**src/rtl/text_cursor_writer.sv**
```systemverilog
`default_nettype none
// ============================================================================
// Module      : text_cursor_writer
// Description : Turns a byte stream into character-RAM writes on port B,
//               tracking the cursor and interpreting CR/LF/BS/TAB/FF. At the
//               bottom row it either wraps or scrolls through a circular
//               top-row offset, blanking the line that scrolls in.
// Revision    : 1.0 - initial release
// ============================================================================
module text_cursor_writer #(
  parameter int         ROW_W     = 8,
  parameter int         COL_W     = 8,
  parameter int         ADDR_W    = 16,
  parameter int         DEF_ROWS  = 128,
  parameter int         DEF_COLS  = 160,
  parameter int         TAB_W     = 8,
  parameter bit         SCROLL_EN = 1'b1,
  parameter logic [7:0] BLANK     = 8'h20
) (
  input  logic              CLK_DATA,
  input  logic              reset,
  input  logic [ROW_W-1:0]  max_rows,
  input  logic [COL_W-1:0]  max_columns,
  input  logic              geom_update,
  input  logic [7:0]        data,
  input  logic              data_en,
  output logic              busy,
  output logic              ram_en,
  output logic              ram_wen,
  output logic [ADDR_W-1:0] ram_addr,
  output logic [7:0]        ram_wdata,
  output logic [ROW_W-1:0]  scroll_base,
  output logic [ROW_W-1:0]  cursor_row,
  output logic [COL_W-1:0]  cursor_col
);

  localparam logic [1:0] IDLE     = 2'd0;
  localparam logic [1:0] CLR_LINE = 2'd1;
  localparam logic [1:0] CLR_ALL  = 2'd2;

  localparam logic [COL_W-1:0] c_tab_mask = COL_W'(TAB_W - 1);

  logic [1:0]        r_state;
  logic [ROW_W-1:0]  r_rows, r_row, r_base;
  logic [COL_W-1:0]  r_cols, r_col;
  logic [ADDR_W-1:0] r_clr_addr, r_clr_last;
  logic              r_ram_en;
  logic [ADDR_W-1:0] r_ram_addr;
  logic [7:0]        r_ram_wdata;

  logic [ROW_W:0]    w_phys_sum, w_phys_full;
  logic [ROW_W-1:0]  w_phys, w_base_inc, w_g_rows, w_nxt_row;
  logic [COL_W-1:0]  w_g_cols, w_col_max, w_tab, w_nxt_col;
  logic [COL_W:0]    w_tab_full;
  logic [ADDR_W-1:0] w_addr, w_area_last, w_g_last, w_line_start, w_line_last;
  logic              w_write, w_adv, w_scroll, w_ff;

  // Address mapping, wrap helpers and clear-sweep bounds
  always_comb begin
    w_phys_sum   = {1'b0, r_row} + {1'b0, r_base};
    w_phys_full  = (w_phys_sum >= {1'b0, r_rows}) ? (w_phys_sum - {1'b0, r_rows}) : w_phys_sum;
    w_phys       = w_phys_full[ROW_W-1:0];
    w_addr       = ADDR_W'(w_phys) * ADDR_W'(r_cols) + ADDR_W'(r_col);
    w_base_inc   = (r_base == r_rows - ROW_W'(1)) ? '0 : r_base + ROW_W'(1);
    w_area_last  = ADDR_W'(r_rows) * ADDR_W'(r_cols) - ADDR_W'(1);
    w_line_start = ADDR_W'(r_base) * ADDR_W'(r_cols);
    w_line_last  = w_line_start + ADDR_W'(r_cols) - ADDR_W'(1);
    w_g_rows     = (max_rows == '0) ? ROW_W'(1) : max_rows;
    w_g_cols     = (max_columns == '0) ? COL_W'(1) : max_columns;
    w_g_last     = ADDR_W'(w_g_rows) * ADDR_W'(w_g_cols) - ADDR_W'(1);
    w_col_max    = r_cols - COL_W'(1);
    w_tab_full   = {1'b0, r_col | c_tab_mask} + (COL_W+1)'(1);
    w_tab        = (w_tab_full > {1'b0, w_col_max}) ? w_col_max : w_tab_full[COL_W-1:0];
  end

  // Decode the offered byte into a write request and the next cursor position
  always_comb begin
    w_nxt_row = r_row;
    w_nxt_col = r_col;
    w_write   = 1'b0;
    w_adv     = 1'b0;
    w_scroll  = 1'b0;
    w_ff      = 1'b0;
    case (data)
      8'h0D: w_nxt_col = '0;
      8'h0A: begin
        w_nxt_col = '0;
        w_adv     = 1'b1;
      end
      8'h08: if (r_col != '0) w_nxt_col = r_col - COL_W'(1);
      8'h09: w_nxt_col = w_tab;
      8'h0C: w_ff = 1'b1;
      default: begin
        w_write = 1'b1;
        if (r_col < w_col_max) begin
          w_nxt_col = r_col + COL_W'(1);
        end else begin
          w_nxt_col = '0;
          w_adv     = 1'b1;
        end
      end
    endcase
    if (w_adv) begin
      if (r_row < r_rows - ROW_W'(1)) begin
        w_nxt_row = r_row + ROW_W'(1);
      end else if (SCROLL_EN) begin
        w_scroll = 1'b1;
      end else begin
        w_nxt_row = '0;
      end
    end
  end

  // Cursor, geometry, scroll offset, clear sweep and registered RAM port
  always_ff @(posedge CLK_DATA or posedge reset) begin
    if (reset) begin
      r_state     <= IDLE;
      r_rows      <= ROW_W'(DEF_ROWS);
      r_cols      <= COL_W'(DEF_COLS);
      r_row       <= '0;
      r_col       <= '0;
      r_base      <= '0;
      r_clr_addr  <= '0;
      r_clr_last  <= '0;
      r_ram_en    <= 1'b0;
      r_ram_addr  <= '0;
      r_ram_wdata <= '0;
    end else begin
      r_ram_en <= 1'b0;
      if (geom_update) begin
        // New geometry always restarts with a full-screen clear
        r_rows     <= w_g_rows;
        r_cols     <= w_g_cols;
        r_row      <= '0;
        r_col      <= '0;
        r_base     <= '0;
        r_clr_addr <= '0;
        r_clr_last <= w_g_last;
        r_state    <= CLR_ALL;
      end else begin
        case (r_state)
          IDLE: begin
            if (data_en) begin
              r_row <= w_nxt_row;
              r_col <= w_nxt_col;
              if (w_write) begin
                r_ram_en    <= 1'b1;
                r_ram_addr  <= w_addr;
                r_ram_wdata <= data;
              end
              if (w_scroll) begin
                // The old top row becomes the new bottom row
                r_base     <= w_base_inc;
                r_clr_addr <= w_line_start;
                r_clr_last <= w_line_last;
                r_state    <= CLR_LINE;
              end
              if (w_ff) begin
                r_row      <= '0;
                r_col      <= '0;
                r_base     <= '0;
                r_clr_addr <= '0;
                r_clr_last <= w_area_last;
                r_state    <= CLR_ALL;
              end
            end
          end
          CLR_LINE, CLR_ALL: begin
            r_ram_en    <= 1'b1;
            r_ram_addr  <= r_clr_addr;
            r_ram_wdata <= BLANK;
            if (r_clr_addr == r_clr_last) begin
              r_state <= IDLE;
            end else begin
              r_clr_addr <= r_clr_addr + ADDR_W'(1);
            end
          end
          default: r_state <= IDLE;
        endcase
      end
    end
  end

  assign busy        = (r_state != IDLE);
  assign ram_en      = r_ram_en;
  assign ram_wen     = r_ram_en;
  assign ram_addr    = r_ram_addr;
  assign ram_wdata   = r_ram_wdata;
  assign scroll_base = r_base;
  assign cursor_row  = r_row;
  assign cursor_col  = r_col;

endmodule
`default_nettype wire

```
**config.mk**
```make
export PLATFORM = sky130hd
export DESIGN_NAME = text_cursor_writer
export DESIGN_NICKNAME = d
export VERILOG_FILES = /design/src/rtl/text_cursor_writer.sv
export SDC_FILE = /design/constraint.sdc
export NUM_CORES = 1
export LEC_CHECK = 0
export ABC_AREA = 1
export CELL_PAD_IN_SITES_DETAIL_PLACEMENT = 0
export CELL_PAD_IN_SITES_GLOBAL_PLACEMENT = 1
export CORE_MARGIN = 2
export CORE_UTILIZATION = 50
export CTS_CLUSTER_DIAMETER = 100
export CTS_CLUSTER_SIZE = 25
export DETAILED_ROUTE_END_ITERATION = 12
export GPL_ROUTABILITY_DRIVEN = 0
export PLACE_DENSITY_LB_ADDON = 0.1
export SYNTH_ARGS = -nofsm -noshare
export SYNTH_HDL_FRONTEND = slang
export SYNTH_SLANG_ARGS = --single-unit
```
**constraint.sdc**
```tcl
create_clock -name CLK_DATA -period 22.2 [get_ports CLK_DATA]
set_input_delay 3.33 -clock CLK_DATA [delete_from_list [all_inputs] [get_ports CLK_DATA]]
set_output_delay 3.33 -clock CLK_DATA [all_outputs]
set_load 0.05 [all_outputs]
```
==> results.py, run 1 <==
metrics = {
    "sta": {
        "timing.hold.ws_ns": 0.487,
        "fin_crit_sh": 0.368,
        "tns_ns": 0,
        "finalCriticalPeriod_ns": 8.17,
        "rsz0062_at_grt": "false",
        "maxSlewViolCount": 0,
        "slew_headroom": 0.255,
        "skew_ns": 0.0100,
        "clock.fmax_ghz": 0.122,
        "worst_pin_slew_ns": 1.11,
        "finalSetupViolCount": 0,
        "hold_viol": 0,
        "fin_ws_ns": 14.03,
    },
    "synthesis": {
        "synth.avg_cell_area_sq_um": 7.10,
        "seq_area_frac_synth": 0.143,
        "synthesis.area_sq_um": 17300,
        "ys_warn_count": 0,
        "synth_flop_cell": "dfrtp_1",
        "synth_nets": 2853,
        "synth_edf_count": 0,
        "synth_cell_types": 51,
        "ys_ff_latch": 99,
        "synth_cells": 2441,
        "async_flop_share": 1.00,
    },
    "floorplanning": {
        "ioPinCount": 79,
        "die_h_microns": 190,
        "initial_core_util": 0.504,
        "dieArea_sq_um": 36200,
        "rows": 68,
        "core_area_sq_um": 34400,
        "die_w_microns": 190,
    },
    "detailed_routing": {
        "ant_nets": 0,
        "vias": 15642,
        "via_per_inst": 5.38,
        "first_pass_iters": 7,
        "wl_per_cell_microns": 17.2,
        "drc": 0,
        "drt-initial-drc-count": 982,
        "routed_wl_microns": 49900,
    },
    "grt": {
        "grt_pass1_wl_microns": 81900,
        "grt_usage": 0.290,
        "use_met3": 0.0210,
        "grt_pass1_vias": 15552,
        "use_met1": 0.380,
        "grt_start_max_net_pins": 56,
        "grt_util_met2": 0.507,
        "busiest_layer": "met2",
        "antenna_found_initial": 0,
        "overflow": 0,
    },
    "hold_path": {
        "holdPathEnd": "ram_addr[1]",
        "hold_path_class": "reg2reg",
        "hold_path_startpoint": "ram_addr[1]",
        "hold_path_depth": 2,
    },
    "clocking": {
        "cts_htree_levels": 3,
        "clockBufferDepth": 2,
        "clk_pin_slew_ns": 0.09,
        "cts_inserted_buffers": 9,
        "cts_sinks": 99,
        "cts_setup_buffers": 0,
        "postCtsHoldBufs": 0,
        "clk_latency_ns": 0.38,
        "cts_tree": "yes",
        "cts.repair.resized": 0,
        "root_buffer": "clkbuf_16",
    },
    "final_layout": {
        "drive_above_1_share": 0.0281,
        "antenna_cells": 0,
        "layout.nets": 2859,
        "syn2layout_area_growth_pct": 7.69,
        "fin_area_sq_um": 18700,
    },
    "critical_path": {
        "r2r-start": "scroll_base[0]",
        "critPathTopFamily": "adder cells",
        "cp_max_fo": 10,
        "r2r_end": "ram_addr[12]",
        "cp_common_cell": "fa_1",
        "critical_path.cell_chain": "clkdlybuf4s50_1 > nor3_1 > nand3_1 > nor3_1 > nor2_1 > inv_1 > nand2_1 > fa_1 > fa_1 > inv_1 > fa_1 > fa_1 > ha_1 > inv_1 > o21ai_0 > a21boi_0 > o21ai_0 > nand3_1 > nand2_1 > nand2_1 > a21oi_1 > o21ai_1",
        "criticalPathCategory": "in2reg",
        "worstRegToRegCells": 33,
        "cpMaxStageDelayCell": "clkdlybuf4s50_1",
        "worst_setup_path_start_kind": "primary input",
        "end_kind": "flip-flop",
        "slowest_delay_ns": 0.61,
        "required_ns": 22.48,
        "cp.arrival_ns": 8.45,
        "cp_num_buf_inv": 4,
        "worst-r2r-setup-slack_ns": 14.07,
    },
    "power_and_ir_drop": {
        "total_power_mw": 2.03,
        "p_leak_nw": 10.3,
        "peakVddDrop_mv": 0.0811,
        "powerDensity_nw_per_um2": 109,
    },
    "placed_design": {
        "place_area_sq_um": 18300,
        "port_buffers": 78,
        "hpwl_microns": 39600,
        "dp_slack_ns": 13.64,
    },
    "outcome": {
        "status": "completed",
    },
    "run": {
        "drv_cap": 0,
    },
}
[final cells by class]
cell class                      count  area (sq um)
Fill cell                        3417         15700
Multi-Input combinational cell   1772         12600
Sequential cell                    99          2480
Inverter                          477          1800
Timing Repair Buffer               88           856
Tap cell                          455           569
Clock buffer                        9           225
Clock inverter                      7          86.3
[flip-flops by register name, summed over array words and instances (netlist names), 2 cells and up]
name	flops
cursor_col	8
cursor_row	8
r_clr_addr	16
r_clr_last	16
r_cols	8
r_rows	8
r_state	2
ram_addr	16
ram_wdata	8
scroll_base	8
[report_power, final]
group	total, mW	internal (mW)	switching, mW
registers	0.313	0.234	0.0786
clock network	0.178	0.0820	0.0960
logic	1.54	0.552	0.988
[layer usage]
| layer | wire (microns) | vias to the layer above |
|---|---|---|
| met1 | 22000 | 7499 |
| li1 | - | 7636 |
| met4 | 1490 | 0 |
| met5 | 0 | - |
| met3 | 2170 | 81 |
| met2 | 24300 | 426 |
[worst reg2reg max path: cells and delay by family, from the launching register on]
kind	cells	cell delay [ns]
fa+ha+maj	8	3.37
compound gates	8	2.08
simple gates	9	1.02
flops	1	0.79
buf+inv	6	0.46
xor+xnor	2	0.34
[worst max path at each step]
stage	from	endpoint	slack, ns	depth (start not counted)
4_1_cts	max_columns[6]	r_clr_last[12]	14.05	22
3_5_place_dp	max_columns[6]	r_clr_last[12]	13.64	22
6_report	max_columns[6]	r_clr_last[12]	14.03	22
3_3_place_gp	max_columns[7]	r_clr_last[12]	13.74	22
5_1_grt	scroll_base[0]	ram_addr[13]	13.33	35
2_1_floorplan	max_columns[7]	r_clr_last[12]	14.50	22
[logic make-up (layout without fill, tap and decap cells)]
| logic type | Yosys count | after routing | synth area share |
|---|---|---|---|
| xor+xnor | 86 | 86 | 0.0435 |
| buf+inv | 570 | 581 | 0.127 |
| compound gates | 334 | 334 | 0.106 |
| flops | 99 | 99 | 0.143 |
| simple gates | 968 | 968 | 0.231 |
| fa+ha+maj | 384 | 384 | 0.349 |
[Yosys cell counts (all sizes together) (2+ instances only)]
library cell | count | area, sq um
clkinv | 7 | 26.3
nor4 | 8 | 65.1
o211ai | 6 | 45.0
a21boi | 4 | 30.0
o22ai | 2 | 12.5
nor2 | 163 | 612
a31o | 2 | 17.5
a211oi | 3 | 22.5
o21a | 3 | 22.5
nand2 | 623 | 2360
a32oi | 2 | 17.5
buf | 32 | 178
xnor2 | 31 | 272
o21bai | 3 | 22.5
nand4 | 24 | 156
a31oi | 13 | 81.3
dfstp | 3 | 78.8
a21oi | 101 | 505
nand3b | 6 | 45.0
xor2 | 55 | 482
clkbuf | 61 | 229
inv | 470 | 1770
fa | 165 | 3300
dfrtp | 96 | 2400
a21o | 9 | 67.6
and3 | 2 | 12.5
or2 | 7 | 43.8
nand3 | 107 | 556
o2111ai | 3 | 26.3
o31ai | 10 | 75.1
o21ai | 170 | 870
ha | 219 | 2740
nor3 | 27 | 151
[metrics by stage]
stage / std cells / util
4_1_cts: 2907 / 0.543
3_5_place_dp: 2891 / 0.534
3_3_place_gp: 2891 / 0.534
6_report: 2907 / 0.543
2_1_floorplan: 2441 / -
5_1_grt: 2907 / 0.543
[layout by cell type, fill, tap and decap left out, drive strengths merged, types with 3 or more instances in the layout]
| cell type | instances |
|---|---|
| nand3b | 6 |
| nand3 | 107 |
| clkinv | 9 |
| nand4 | 24 |
| buf | 10 |
| a211oi | 3 |
| nor4 | 8 |
| o21bai | 3 |
| a31oi | 13 |
| o21ai | 170 |
| fa | 165 |
| dfrtp | 96 |
| nand2 | 623 |
| nor3 | 27 |
| o211ai | 6 |
| o2111ai | 3 |
| clkdlybuf4s50 | 78 |
| inv | 475 |
| ha | 219 |
| clkbuf | 9 |
| a21oi | 101 |
| o31ai | 10 |
| xor2 | 55 |
| o21a | 3 |
| dfstp | 3 |
| nor2 | 163 |
| a21o | 9 |
| xnor2 | 31 |
| or2 | 7 |
| a21boi | 4 |
(Power assumes the default switching activity.)
==> inputs of run 2 (changes only) <==
CORE_UTILIZATION = 42   (was 50)
clock period = 7.1 ns   (was 22.2 ns; I/O delays follow)
==> run 2 against run 1 <==
  * Hold slack worse by 0.00081 ns
  * Die area is 19% higher
  * Critical path depth is 12 higher
  * Combinational power grew to 3.3 times the previous value
==> results.py, run 2 (synthesized netlist as in run 1, its figures left out) <==
metrics = {
    "outcome": {
        "status": "completed",
    },
    "floorplanning": {
        "core_area_sq_um": 40700,
        "die_h_microns": 207,
        "ioPinCount": 79,
        "dieArea_sq_um": 42900,
        "initial_core_util": 0.425,
        "die_w_microns": 207,
        "rows": 74,
    },
    "clocking": {
        "clk_pin_slew_ns": 0.08,
        "root_buffer": "clkbuf_16",
        "cts_tree": "yes",
        "cts_htree_levels": 3,
        "cts_inserted_buffers": 9,
        "postCtsHoldBufs": 0,
        "cts_sinks": 99,
        "clk_latency_ns": 0.41,
        "clockBufferDepth": 2,
    },
    "critical_path": {
        "cp_max_fo": 7,
        "slowest_delay_ns": 0.55,
        "worst_setup_path_start_kind": "flip-flop",
        "cp.arrival_ns": 7.07,
        "end_kind": "flip-flop",
        "criticalPathCategory": "reg2reg",
        "cpMaxStageDelayCell": "fa_1",
        "required_ns": 7.38,
    },
    "detailed_routing": {
        "first_pass_iters": 5,
        "drt-initial-drc-count": 901,
        "via_per_inst": 5.16,
        "wl_per_cell_microns": 17.6,
        "drc": 0,
        "routed_wl_microns": 53300,
        "ant_nets": 0,
        "vias": 15657,
    },
    "power_and_ir_drop": {
        "total_power_mw": 6.61,
        "powerDensity_nw_per_um2": 342,
        "p_leak_nw": 10.6,
        "peakVddDrop_mv": 0.400,
    },
    "placed_design": {
        "port_buffers": 78,
        "hpwl_microns": 42600,
    },
    "sta": {
        "maxSlewViolCount": 0,
        "hold_viol": 0,
        "finalCriticalPeriod_ns": 6.79,
        "skew_ns": 0.0208,
        "tns_ns": 0,
        "slew_headroom": 0.145,
        "worst_pin_slew_ns": 1.28,
        "finalSetupViolCount": 0,
        "rsz0062_at_grt": "true",
        "clock.fmax_ghz": 0.147,
        "fin_crit_sh": 0.957,
    },
    "final_layout": {
        "final_common_cell": "nand2_1",
        "most-common-layout-cells": "612 x nand2_1, 456 x inv_1, 213 x ha_1, 164 x fa_1, 163 x nor2_1",
        "layout.nets": 2912,
        "seq_area_sq_um": 2480,
        "antenna_cells": 0,
        "multiInputGateArea_sq_um": 12800,
        "drive_above_1_share": 0.0603,
        "final.fill_count": 4192,
        "syn2layout_area_growth_pct": 11.8,
    },
    "grt": {
        "grt_pass1_wl_microns": 86500,
        "grt_pass1_vias": 15765,
        "antenna_found_initial": 0,
        "grt_start_max_net_pins": 61,
        "overflow": 0,
        "grt_usage": 0.254,
    },
    "run": {
        "drv_cap": 0,
    },
    "hold_path": {
        "hold_path_class": "reg2reg",
    },
}
-- run 2: worst paths after layout --
path / start / endpoint / slack, ns / cells after the start
max in group asynchronous: reset / r_rows[1] / 4.79 / 3
max reg2reg: scroll_base[0] / ram_addr[14] / 0.31 / 34
max: scroll_base[0] / ram_addr[14] / 0.31 / 34
min in group asynchronous: reset / ram_wdata[4] / 1.06 / 2
min: ram_addr[1] / ram_addr[1] / 0.49 / 2
min reg2reg: ram_addr[1] / ram_addr[1] / 0.49 / 2
-- run 2: cell type report --
cell class / instances / area share
Sequential cell: 99 / 0.128
Clock inverter: 7 / 0.00446
Timing Repair Buffer: 140 / 0.0648
Clock buffer: 9 / 0.0116
Tap cell: 532 / 0.0344
Multi-Input combinational cell: 1773 / 0.664
Inverter: 477 / 0.0927
-- run 2: routing by layer --
| layer | up-vias | share of wire | track usage | wire (microns) |
|---|---|---|---|---|
| li1 | 7744 | - | - | - |
| met3 | 64 | 0.043 | 0.0291 | 2310 |
| met1 | 7520 | 0.45 | 0.340 | 23900 |
| met4 | 0 | 0.024 | 0.0685 | 1290 |
| met5 | - | 0 | 0 | 0 |
| met2 | 329 | 0.48 | 0.437 | 25800 |
-- run 2: report_power, final --
| part | total [mW] | switching (mW) | internal, mW |
|---|---|---|---|
| sequential | 0.927 | 0.192 | 0.735 |
| combinational | 5.13 | 3.26 | 1.88 |
| clock | 0.553 | 0.299 | 0.254 |
| total | 6.61 | 3.75 | 2.87 |
-- run 2: repair_timing --
| item | CTS | global route |
|---|---|---|
| resized for setup | 7 | 34 |
| gates cloned | 0 | 1 |
| setup buffers | 0 | 9 |
| pin swaps | 0 | 14 |
| endpoints found under the setup margin | 5 | 9 |
-- run 2: stage by stage --
step | util | area [sq um] | setup WS [ns] | std cells | hold slack, ns
after floorplan | - | 17300 | 0.0338 | 2441 | 0.469
after global placement | 0.461 | 18800 | -0.0472 | 3011 | 0.465
after detailed placement | 0.461 | 18800 | -0.135 | 3011 | 0.469
after CTS | 0.469 | 19100 | -0.00364 | 3027 | 0.489
after global routing | 0.475 | 19400 | -0.0456 | 3037 | 0.515
final | 0.475 | 19400 | 0.308 | 3037 | 0.486
-- run 2: worst max-delay path, delay by kind of cell (launching register included) --
family	cells	cell delay, ns
simple gates	11	1.06
flops	1	0.37
fa+ha+maj	8	3.14
xor+xnor	1	0.20
compound gates	6	0.99
buf+inv	8	0.88
